## src/rtl/seven_seg_scan_driver.sv

```systemverilog
// Time-multiplexed 4-digit common-anode seven-segment driver with tear-free
// frame-boundary capture of a 16-bit hex value, per-digit decimal points and blanking.
module seven_seg_scan_driver #(
  parameter int CLK_DIV = 100000,
  parameter int GUARD   = 2
) (
  input  logic        clk,
  input  logic        rst_n,
  input  logic [15:0] value,
  input  logic [3:0]  dp,
  input  logic [3:0]  blank,
  input  logic        load,
  output logic        pending,
  output logic [1:0]  digit_sel,
  output logic [7:0]  an,
  output logic [6:0]  seg,
  output logic        dp_n,
  output logic        frame_done
);

  localparam int CW = $clog2(CLK_DIV);
  localparam logic [CW-1:0] CNT_MAX = CW'(CLK_DIV - 1);
  localparam logic [CW-1:0] GUARD_C = CW'(GUARD);

  logic [CW-1:0] cnt;
  logic [15:0]   disp_value, pend_value;
  logic [3:0]    disp_dp, pend_dp;
  logic [3:0]    disp_blank, pend_blank;

  logic          tick;
  logic          wrap;
  logic          in_guard;
  logic [3:0]    cur_nibble;

  // Handshake: load is a fire-and-forget strobe with no ready; every cycle it is
  // high captures value/dp/blank into pending, and the last capture before a wrap wins.

  assign tick       = (cnt == CNT_MAX);
  assign wrap       = tick && (digit_sel == 2'd3);
  assign in_guard   = (cnt < GUARD_C);
  assign cur_nibble = disp_value[{digit_sel, 2'b00} +: 4];

  function automatic logic [6:0] hex_decode(input logic [3:0] nib);
    logic [6:0] s;
    case (nib)
      4'h0: s = 7'h40;
      4'h1: s = 7'h79;
      4'h2: s = 7'h24;
      4'h3: s = 7'h30;
      4'h4: s = 7'h19;
      4'h5: s = 7'h12;
      4'h6: s = 7'h02;
      4'h7: s = 7'h78;
      4'h8: s = 7'h00;
      4'h9: s = 7'h10;
      4'hA: s = 7'h08;
      4'hB: s = 7'h03;
      4'hC: s = 7'h46;
      4'hD: s = 7'h21;
      4'hE: s = 7'h06;
      default: s = 7'h0E;
    endcase
    return s;
  endfunction

  // Scan sequencing and capture. On a load/wrap collision the display takes the
  // pre-edge pending contents while the new load refills pending.
  always_ff @(posedge clk or negedge rst_n) begin
    if (!rst_n) begin
      cnt        <= '0;
      digit_sel  <= 2'd0;
      disp_value <= '0;
      disp_dp    <= '0;
      disp_blank <= '0;
      pend_value <= '0;
      pend_dp    <= '0;
      pend_blank <= '0;
      pending    <= 1'b0;
    end else begin
      if (tick) begin
        cnt       <= '0;
        digit_sel <= digit_sel + 2'd1;
      end else begin
        cnt <= cnt + 1'b1;
      end
      if (wrap && pending) begin
        disp_value <= pend_value;
        disp_dp    <= pend_dp;
        disp_blank <= pend_blank;
      end
      if (load) begin
        pend_value <= value;
        pend_dp    <= dp;
        pend_blank <= blank;
        pending    <= 1'b1;
      end else if (wrap) begin
        pending <= 1'b0;
      end
    end
  end

  // Pin drivers are registered, so they lag cnt/digit_sel by one cycle.
  always_ff @(posedge clk or negedge rst_n) begin
    if (!rst_n) begin
      an         <= 8'hFF;
      seg        <= 7'h7F;
      dp_n       <= 1'b1;
      frame_done <= 1'b0;
    end else begin
      frame_done <= wrap;
      if (in_guard) begin
        an <= 8'hFF;
      end else begin
        an <= ~(8'b0000_0001 << digit_sel);
      end
      if (in_guard || disp_blank[digit_sel]) begin
        seg  <= 7'h7F;
        dp_n <= 1'b1;
      end else begin
        seg  <= hex_decode(cur_nibble);
        dp_n <= ~disp_dp[digit_sel];
      end
    end
  end

endmodule

```

## config.mk

```make
export PLATFORM = sky130hd
export DESIGN_NAME = seven_seg_scan_driver
export DESIGN_NICKNAME = d
export VERILOG_FILES = /design/src/rtl/seven_seg_scan_driver.sv
export SDC_FILE = /design/constraint.sdc
export NUM_CORES = 1
export LEC_CHECK = 0
export CORE_MARGIN = 10
export CORE_UTILIZATION = 59
export DETAILED_ROUTE_END_ITERATION = 10
export PLACE_DENSITY_LB_ADDON = 0.15
export RECOVER_POWER = 25
export SKIP_CTS_REPAIR_TIMING = 1
export SLEW_MARGIN = 10
export SYNTH_ARGS = -nofsm -noshare
export SYNTH_HDL_FRONTEND = slang
export SYNTH_SLANG_ARGS = --single-unit
```

## constraint.sdc

```tcl
create_clock -name clk -period 4.8 [get_ports clk]
set_input_delay 0.96 -clock clk [delete_from_list [all_inputs] [get_ports clk]]
set_output_delay 0.96 -clock clk [all_outputs]
set_load 0.01 [all_outputs]
```

# Word-level counts from Yosys, hierarchy flattened
# Memory sizes are Yosys's and may differ from the RTL's.
# Cells that the tools add are included.
dict set report op_classes {
  n_addsub 2
  n_lt_le_gt_ge 2
  eq_ne 2
  shifts 2
  muxes 10
  n_bitwise 2
  reduce_logical 4
}
# op count
set ops {}
lappend ops {{$add 17x1->17 const B} 1}
lappend ops {{$eq 17x17->1 const B} 1}
lappend ops {{$lt 17x2->1 const B} 1}
lappend ops {{$mux 17} 1}
lappend ops {{$shiftx 16x5->4} 1}
lappend ops {{$mux 8} 1}
lappend ops {{$not 8->8} 1}
lappend ops {{$shl 1x2->8 const A} 1}
lappend ops {{$mux 7} 1}
lappend ops {{$mux 1} 5}
lappend ops {{$bmux 1 s2} 2}
lappend ops {{$lt 2x3->1 const B} 1}
lappend ops {{$add 2x1->2 const B} 1}
lappend ops {{$eq 2x2->1 const B} 1}
lappend ops {{$logic_and 1x1->1} 2}
lappend ops {{$reduce_bool 2->1} 1}
lappend ops {{$logic_or 1x1->1} 1}
lappend ops {{$not 1->1} 1}
dict set report word_totals {
  regBits 85
  romBits 112
  inputBits 27
  out_inout_bits 20
  word_cells 38
  mem_count 1
}
# memory depth word_bits rd rd_ports_with_merged_regs write_ports line_no
set memory_table {}
lappend memory_table {{(no name shown)} 16 7 1 0 0 45} ;# case (nib)

# Longest topological paths before layout
# Gate-level depths: netlist (run 1).
dict set report depth {
  ltp_word 4
  mapped_depth 7
  ltp_nobuf 6
}

# Least setup slack after synthesis (run 1)
# Ideal clock, no wire load.
dict set report synth_timing {
  path_kind {register to register}
  startpoint {reg cnt[12]}
  endpoint {reg disp_blank[0]}
  setup_ns 0.125
  t_arrival_ns 2.355
  t_required_ns 4.675
  path_slack_ns 2.321
  path_stages_with_launch 6
  n_path_buf 1
  synth_period_minus_slack_ns 2.479
  path_cell_list {dfrtp_1 > or4_4 > or4_4 > nor4_4 > buf_6 > mux2_2}
}
dict set report synth_between {
  elab_chain_len 3
}
# element line_no
set synth_rtl {}
lappend synth_rtl {{start: declaration} 25} ;# logic [CW-1:0] cnt;
lappend synth_rtl {{start signal: assignment} 84} ;# cnt <= cnt + 1'b1;
lappend synth_rtl {{$eq 17x17->1} 38} ;# assign tick = (cnt == CNT_MAX);
lappend synth_rtl {{$logic_and 1x1->1} 39} ;# assign wrap = tick && (digit_sel == 2'd3);
lappend synth_rtl {{$logic_and 1x1->1} 86} ;# if (wrap && pending) begin
lappend synth_rtl {{end signal: assignment} 89} ;# disp_blank <= pend_blank;
lappend synth_rtl {{end: declaration} 28} ;# logic [3:0] disp_blank, pend_blank;
# No other way between the ends.
# A chain may end at the register's enable or synchronous reset.

# Worst setup path in the final report (run 1)
dict set report layout_timing {
  startpoint {reg digit_sel[0]}
  endpoint {out digit_sel[0]}
}
# element line_no
set layout_rtl {}
lappend layout_rtl {{start: declaration} 14} ;# output logic [1:0] digit_sel,
lappend layout_rtl {{start signal: assignment} 82} ;# digit_sel <= digit_sel + 2'd1;
# No word-level cell between the ends.

==> impl_metrics.toml, run 1 <==
[min_path]
timing.hold.worst.class = "flop to flop"

[setup_path]
startpoint_type_of_the_worst_setup_path = "flop"
crit_fanout = 10
worst-endpoint-required_ns = 3.84
critical_path.slowest_cell = "sky130_fd_sc_hd__dfrtp_1"
path_buf_inv = 1
path_delay_family = "flip-flops"
critical_path_arrival_ns = 1.70
cell_by_cell_trace_of_the_critical_path = "clkdlybuf4s50_1"
crit_path_end_kind = "output pin"
critical-path-max-stage-delay_ns = 0.71
criticalPathCategory = "flop to output pin"

[logic_synthesis]
synth.cell_area_sq_um = 3635
ys_warn_count = 0
synth-compound-area-share_pct = 3.408
adder_cell_fraction_of_synth_area_pct = 3.787
synth_top_family_by_area = "multiplexers"
ys_ff_latch = 81
synthSimpleGateAreaFrac_pct = 9.432
synthesis.area_per_instance_sq_um = 13.51
netlist_instances = 269
yosys-mux-area-fraction_pct = 19.83
synth_xor_area_share_pct = 4.337
sequential_cell_area_fraction_in_the_yosys_report_pct = 56.18
number_of_distinct_library_cells_after_synthesis = 40

[power_and_ir_drop]
p_seq_share_pct = 54.1
worst_ir_drop_vdd_v = 0.0002340
power-per-cell-area_nw_per_um2 = 306.0
switchingPower_uw = 275.0
power.leakage_uw = 0.001905
p_int_uw = 1042
combPwrFrac_pct = 4.6
power_switching_share_pct = 20.88
power.clock.fraction_pct = 41.3
power.total_uw = 1317

[timing]
post-route-period-util_pct = 55.46
tightestPinTransition_ns = 1.887
hold_viol_final = 0
timing.max_slew.rel_slack_pct = -25.79
rsz_0062_raised_after_global_routing = "false"
shortest_clock_period_the_worst_path_allows_after_layout_ns = 2.662
final-max-slew-violation-count = 82
fin_setup_tns_ns = 0
finalSetupViolations = 0
skew_ns = 0.006624
timing.fmax_mhz = 375.6

[die]
floorplan.initialDensity_pct = 61.03
io-pin-count = 47
die-area_sq_um = 9700
dieWidth_um = 98.49
core_area_sq_um = 5956
placementRows = 28
floorplan.die.height_um = 98.49

[drt]
antenna_violating_nets_post_route = 0
drt_drc_violations_left = 0
drtIter0Drc = 97
drt-total-wl_um = 6629
post_drt_wl_per_cell_um = 16.91
drt_pass1_iterations = 4
route.vias.total = 2187
detail_route.vias_per_cell = 5.579

[clock_network]
cts_buffer_depth = 2
cts_inserted_buffers = 9
cts_tree = "built"
insertion_delay_ns = 0.34
h-tree-depth = 3
clkSlewWorstSetupHoldPaths_ns = 0.07
cts-root-buf = "sky130_fd_sc_hd__clkbuf_8"
cts_sinks = 81

[cells_and_area]
total_number_of_nets_in_the_final_design = 351
number_of_antenna_cells_inserted = 0
final_layout_size_suffix_gt1_share_pct = 29.02
finalInstanceArea_sq_um = 4304
area_growth_syn_to_layout_pct = 18.42

[run]
maxCapViolCount = 1

[place]
placement.cell_area_sq_um = 4089
gpl.final_weighted_congestion = 0.8390
dp_hpwl_um = 4633
portBuffers = 42

[global_route]
globalRoute.totalOverflow = 0
grt_max_degree = 82
groute.usage.overall_pct = 14.16
grt_antenna_before_repair = 0
grt_pass1_vias = 2296
first_pass_grt_wire_length_um = 11310

[outcome]
run_status = "complete, but fails checks"
failed_checks = "capacitance limit, slew limit"
==> state kept, by name, summed over array words and instances, names as in the netlist <==
signal and flops:
cnt 17, disp_value 16, pend_value 16, seg 7, an 4, disp_blank 4
disp_dp 4, pend_blank 4, pend_dp 4, digit_sel 2, dp_n 1, frame_done 1
pending 1
==> logic make-up (layout without fill, tap and decap cells) <==
logic type               Yosys count  after routing
adder cells (fa/ha/maj)           11             11
AND/OR/NAND/NOR                   63             63
multiplexers                      57             57
XOR/XNOR                          18             18
buffers and inverters             20             65
flip-flops                        81             81
other                              1              4
AO/OA/AOI/OAI                     18             18
==> synth_stat cells <==
master | instances | area [sq um]
sky130_fd_sc_hd__a21oi_1 | 3 | 15.01
sky130_fd_sc_hd__a41oi_1 | 1 | 8.760
sky130_fd_sc_hd__and2_1 | 1 | 6.260
sky130_fd_sc_hd__and3_1 | 2 | 12.51
sky130_fd_sc_hd__and4_1 | 2 | 17.52
sky130_fd_sc_hd__buf_1 | 2 | 7.510
sky130_fd_sc_hd__buf_2 | 1 | 5.000
sky130_fd_sc_hd__buf_4 | 4 | 30.03
sky130_fd_sc_hd__buf_6 | 2 | 22.52
sky130_fd_sc_hd__clkbuf_1 | 5 | 18.77
sky130_fd_sc_hd__conb_1 | 1 | 3.750
sky130_fd_sc_hd__dfrtp_1 | 69 | 1727
sky130_fd_sc_hd__dfstp_2 | 12 | 315.3
sky130_fd_sc_hd__ha_1 | 11 | 137.6
sky130_fd_sc_hd__inv_1 | 6 | 22.52
sky130_fd_sc_hd__mux2_2 | 50 | 563.0
sky130_fd_sc_hd__mux4_2 | 7 | 157.7
sky130_fd_sc_hd__nand2_1 | 18 | 67.56
sky130_fd_sc_hd__nand2b_1 | 1 | 6.260
sky130_fd_sc_hd__nand3_1 | 8 | 40.04
sky130_fd_sc_hd__nand4_1 | 4 | 25.02
sky130_fd_sc_hd__nor2_1 | 11 | 41.29
sky130_fd_sc_hd__nor2b_1 | 1 | 6.260
sky130_fd_sc_hd__nor3_1 | 4 | 20.02
sky130_fd_sc_hd__nor3b_1 | 2 | 15.01
sky130_fd_sc_hd__nor4_1 | 3 | 18.77
sky130_fd_sc_hd__nor4_4 | 1 | 21.27
sky130_fd_sc_hd__o211ai_1 | 4 | 30.03
sky130_fd_sc_hd__o21a_1 | 2 | 15.01
sky130_fd_sc_hd__o21ai_0 | 3 | 15.01
sky130_fd_sc_hd__o21bai_1 | 1 | 7.510
sky130_fd_sc_hd__o221ai_1 | 1 | 8.760
sky130_fd_sc_hd__o31ai_1 | 2 | 15.01
sky130_fd_sc_hd__o41ai_1 | 1 | 8.760
sky130_fd_sc_hd__or2_2 | 1 | 6.260
sky130_fd_sc_hd__or3b_2 | 1 | 8.760
sky130_fd_sc_hd__or4_1 | 1 | 7.510
sky130_fd_sc_hd__or4_4 | 2 | 22.52
sky130_fd_sc_hd__xnor2_1 | 9 | 78.83
sky130_fd_sc_hd__xor2_1 | 9 | 78.83
==> per-stage QoR <==
stage	hold WS (ns)	cells	worst slack, ns	utilization [%]
detailed placement	0.4733	377	2.010	68.66
finish	0.4775	392	2.138	72.27
global route	0.5067	392	2.036	72.27
global placement	0.4612	377	2.052	68.66
floorplan	0.4329	272	2.321	-
CTS	0.4825	392	2.094	72.31
==> layer usage <==
layer | up-vias | routed length, um | GRT usage [%]
li1 | 1032 | - | -
met1 | 1092 | 2863 | 18.30
met2 | 55 | 3201 | 21.63
met3 | 8 | 451 | 3.911
met4 | 0 | 113 | 6.615
met5 | - | 0 | 0
==> cell usage in the layout, fill, tap and decap left out, types with 8 or more instances in the layout <==
master	instances
sky130_fd_sc_hd__dfrtp_1	69
sky130_fd_sc_hd__dfstp_2	12
sky130_fd_sc_hd__ha_1	11
sky130_fd_sc_hd__nor2_1	11
sky130_fd_sc_hd__nand3_1	8
sky130_fd_sc_hd__nand2_1	18
sky130_fd_sc_hd__mux2_2	50
sky130_fd_sc_hd__xnor2_1	9
sky130_fd_sc_hd__clkdlybuf4s50_1	41
sky130_fd_sc_hd__clkbuf_8	10
sky130_fd_sc_hd__xor2_1	9
==> path summary, 6_finish.rpt <==
kind | endpoint | from | cells after the start | slack (ns)
worst max-delay path | digit_sel[0] | digit_sel[0]$_DFFE_PN0N_ | 1 | 2.14
worst min-delay path | cnt[0]$_DFF_PN0_ | cnt[0]$_DFF_PN0_ | 1 | 0.48
worst max register to register | disp_value[15]$_DFFE_PN0P_ | cnt[12]$_DFF_PN0_ | 5 | 2.21
worst min register to register | cnt[0]$_DFF_PN0_ | cnt[0]$_DFF_PN0_ | 1 | 0.48
max in group asynchronous | disp_value[7]$_DFFE_PN0P_ | rst_n | 1 | 2.56
min in group asynchronous | cnt[12]$_DFF_PN0_ | rst_n | 1 | 1.14
==> final cells by class <==
type	instances	area, sq um
tap	75	93.84
timing repair buffer	44	430.4
multi-input combinational	171	1498
fill	428	1652
clock inverter	5	80.08
inverter	6	22.52
clock buffer	10	137.6
sequential	81	2042
==> power by group through the flow <==
stage | sequential, uW | clock (uW) | combinational [uW]
2_1_floorplan | 722 | 0 | 28.4
3_3_place_gp | 725 | 0 | 60.9
3_5_place_dp | 726 | 0 | 63.1
4_1_cts | 713 | 550 | 63.0
5_1_grt | 716 | 585 | 68.1
6_report | 713 | 544 | 60.9
Note: power is estimated with default switching activity, not from simulation.
==> run 2: changes to the inputs <==
CORE_UTILIZATION = 49   (was 59)
clock period = 2.35 ns   (was 4.8 ns; I/O delays follow)
==> impl_metrics.toml, run 2 (synthesized netlist as in run 1, its figures left out) <==
[global_route]
groute.usage.overall_pct = 12.78
globalRoute.totalOverflow = 0
grt_pass1_vias = 2386
first_pass_grt_wire_length_um = 11750
grt_antenna_before_repair = 0
grt_max_degree = 47

[power_and_ir_drop]
power.total_uw = 2733
switchingPower_uw = 611.1
power-per-cell-area_nw_per_um2 = 616.4
power.leakage_uw = 0.001957
p_seq_share_pct = 53.3
power.clock.fraction_pct = 41.9
worst_ir_drop_vdd_v = 0.0005101
p_int_uw = 2122
power_switching_share_pct = 22.36
combPwrFrac_pct = 4.7

[die]
placementRows = 31
floorplan.die.height_um = 106.1
core_area_sq_um = 7214
floorplan.initialDensity_pct = 50.38
dieWidth_um = 106.1
io-pin-count = 47
die-area_sq_um = 11260

[clock_network]
cts_buffer_depth = 2
h-tree-depth = 3
insertion_delay_ns = 0.36
cts-root-buf = "sky130_fd_sc_hd__clkbuf_8"
cts_sinks = 81
cts_tree = "built"
cts_inserted_buffers = 9
clkSlewWorstSetupHoldPaths_ns = 0.09

[place]
dp_hpwl_um = 4898
portBuffers = 42
gpl.final_weighted_congestion = 0.8132

[setup_path]
path_buf_inv = 1
criticalPathCategory = "flop to flop"
path_delay_family = "simple AND/OR/NAND/NOR gates"
crit_path_end_kind = "flop"
worst-endpoint-required_ns = 2.59
startpoint_type_of_the_worst_setup_path = "flop"
critical-path-max-stage-delay_ns = 0.53
crit_fanout = 24
critical_path.slowest_cell = "sky130_fd_sc_hd__or4_4"
cell_by_cell_trace_of_the_critical_path = "or4_4, or4_4, nor4_4, buf_12, mux2_2"
cp_common_cell = "sky130_fd_sc_hd__or4_4"
critical_path_arrival_ns = 2.51

[drt]
route.vias.total = 2239
antenna_violating_nets_post_route = 0
post_drt_wl_per_cell_um = 15.85
drt_drc_violations_left = 0
detail_route.vias_per_cell = 5.256
drtIter0Drc = 59
drt-total-wl_um = 6750
drt_pass1_iterations = 4

[timing]
post-route-period-util_pct = 96.75
tightestPinTransition_ns = 1.903
fin_setup_tns_ns = 0
rsz_0062_raised_after_global_routing = "false"
timing.fmax_mhz = 439.8
finalSetupViolations = 0
hold_viol_final = 0
skew_ns = 0.009491
timing.max_slew.rel_slack_pct = -26.86
final-max-slew-violation-count = 36
hold-worst-slack_ns = 0.4762
shortest_clock_period_the_worst_path_allows_after_layout_ns = 2.274

[cells_and_area]
registers.top_by_ff_count = "cnt"
biggestRegsByFlops = "cnt: 17 flops, disp_value: 16 flops, pend_value: 16 flops"
largest_register_ff_count = 17
layout.cells.most_common_list = "69 x sky130_fd_sc_hd__dfrtp_1, 50 x sky130_fd_sc_hd__mux2_2, 41 x sky130_fd_sc_hd__clkdlybuf4s50_1"
number_of_antenna_cells_inserted = 0
final_layout_size_suffix_gt1_share_pct = 30.89
area_growth_syn_to_layout_pct = 21.96
total_number_of_nets_in_the_final_design = 360
most_common_cell_after_layout_fill_and_taps_aside = "sky130_fd_sc_hd__dfrtp_1"

[min_path]
timing.hold.worst.class = "flop to flop"

[outcome]
run_status = "complete, but fails checks"
failed_checks = "capacitance limit, slew limit"

[run]
maxCapViolCount = 1
[run 2: cell types whose count changed in the layout (fill, tap and decap cells not counted)]
cell and delta:
sky130_fd_sc_hd__buf_4 +7, sky130_fd_sc_hd__clkinv_2 -1, sky130_fd_sc_hd__buf_12 +2, sky130_fd_sc_hd__clkbuf_2 -1, sky130_fd_sc_hd__clkbuf_8 -1, sky130_fd_sc_hd__inv_6 +3, sky130_fd_sc_hd__clkbuf_1 +1
[run 2: through the flow]
stage,setup slack (ns),util (%),cell area (sq um),cells
6_report,0.07637,61.45,4433,426
4_1_cts,0.06299,61.50,4437,426
3_5_place_dp,0.09673,58.38,4212,410
3_3_place_gp,0.1207,58.38,4212,410
2_1_floorplan,0.008864,-,3646,272
5_1_grt,0.02386,61.45,4433,426
[run 2: path summary, 6_finish.rpt]
check                                  start                endpoint  slack [ns]  cells past startpoint
max in group asynchronous              rst_n  pend_dp[1]$_DFFE_PN0P_        0.62                      1
min in group asynchronous              rst_n        cnt[9]$_DFF_PN0_        0.63                      1
hold reg to reg             cnt[0]$_DFF_PN0_        cnt[0]$_DFF_PN0_        0.48                      1
setup reg to reg           cnt[12]$_DFF_PN0_  disp_dp[1]$_DFFE_PN0P_        0.08                      5
setup / recovery           cnt[12]$_DFF_PN0_  disp_dp[1]$_DFFE_PN0P_        0.08                      5
hold / removal              cnt[0]$_DFF_PN0_        cnt[0]$_DFF_PN0_        0.48                      1
[run 2: metal layers]
layer / up-vias / global-route usage (%) / part of all wire, %
li1: 1053 / - / -
met1: 1117 / 16.69 / 46
met2: 55 / 18.99 / 46
met3: 14 / 3.321 / 5.6
met4: 0 / 6.963 / 1.8
met5: - / 0 / 0
[run 2: final cells by class]
class	instances	area, sq um
clock inverters	7	101.3
multi-input cells	171	1498
flip-flops and latches	81	2042
well taps	99	123.9
clock buffers	9	123.9
repair buffers	53	521.8
inverters	6	22.52
fillers	636	2781
[run 2: power groups by stage]
stage | clock network [uW] | logic [uW] | registers (uW)
2_1_floorplan | 0 | 58.1 | 1470
3_5_place_dp | 0 | 133 | 1480
3_3_place_gp | 0 | 129 | 1480
5_1_grt | 1240 | 145 | 1460
6_report | 1150 | 130 | 1460
4_1_cts | 1180 | 134 | 1460
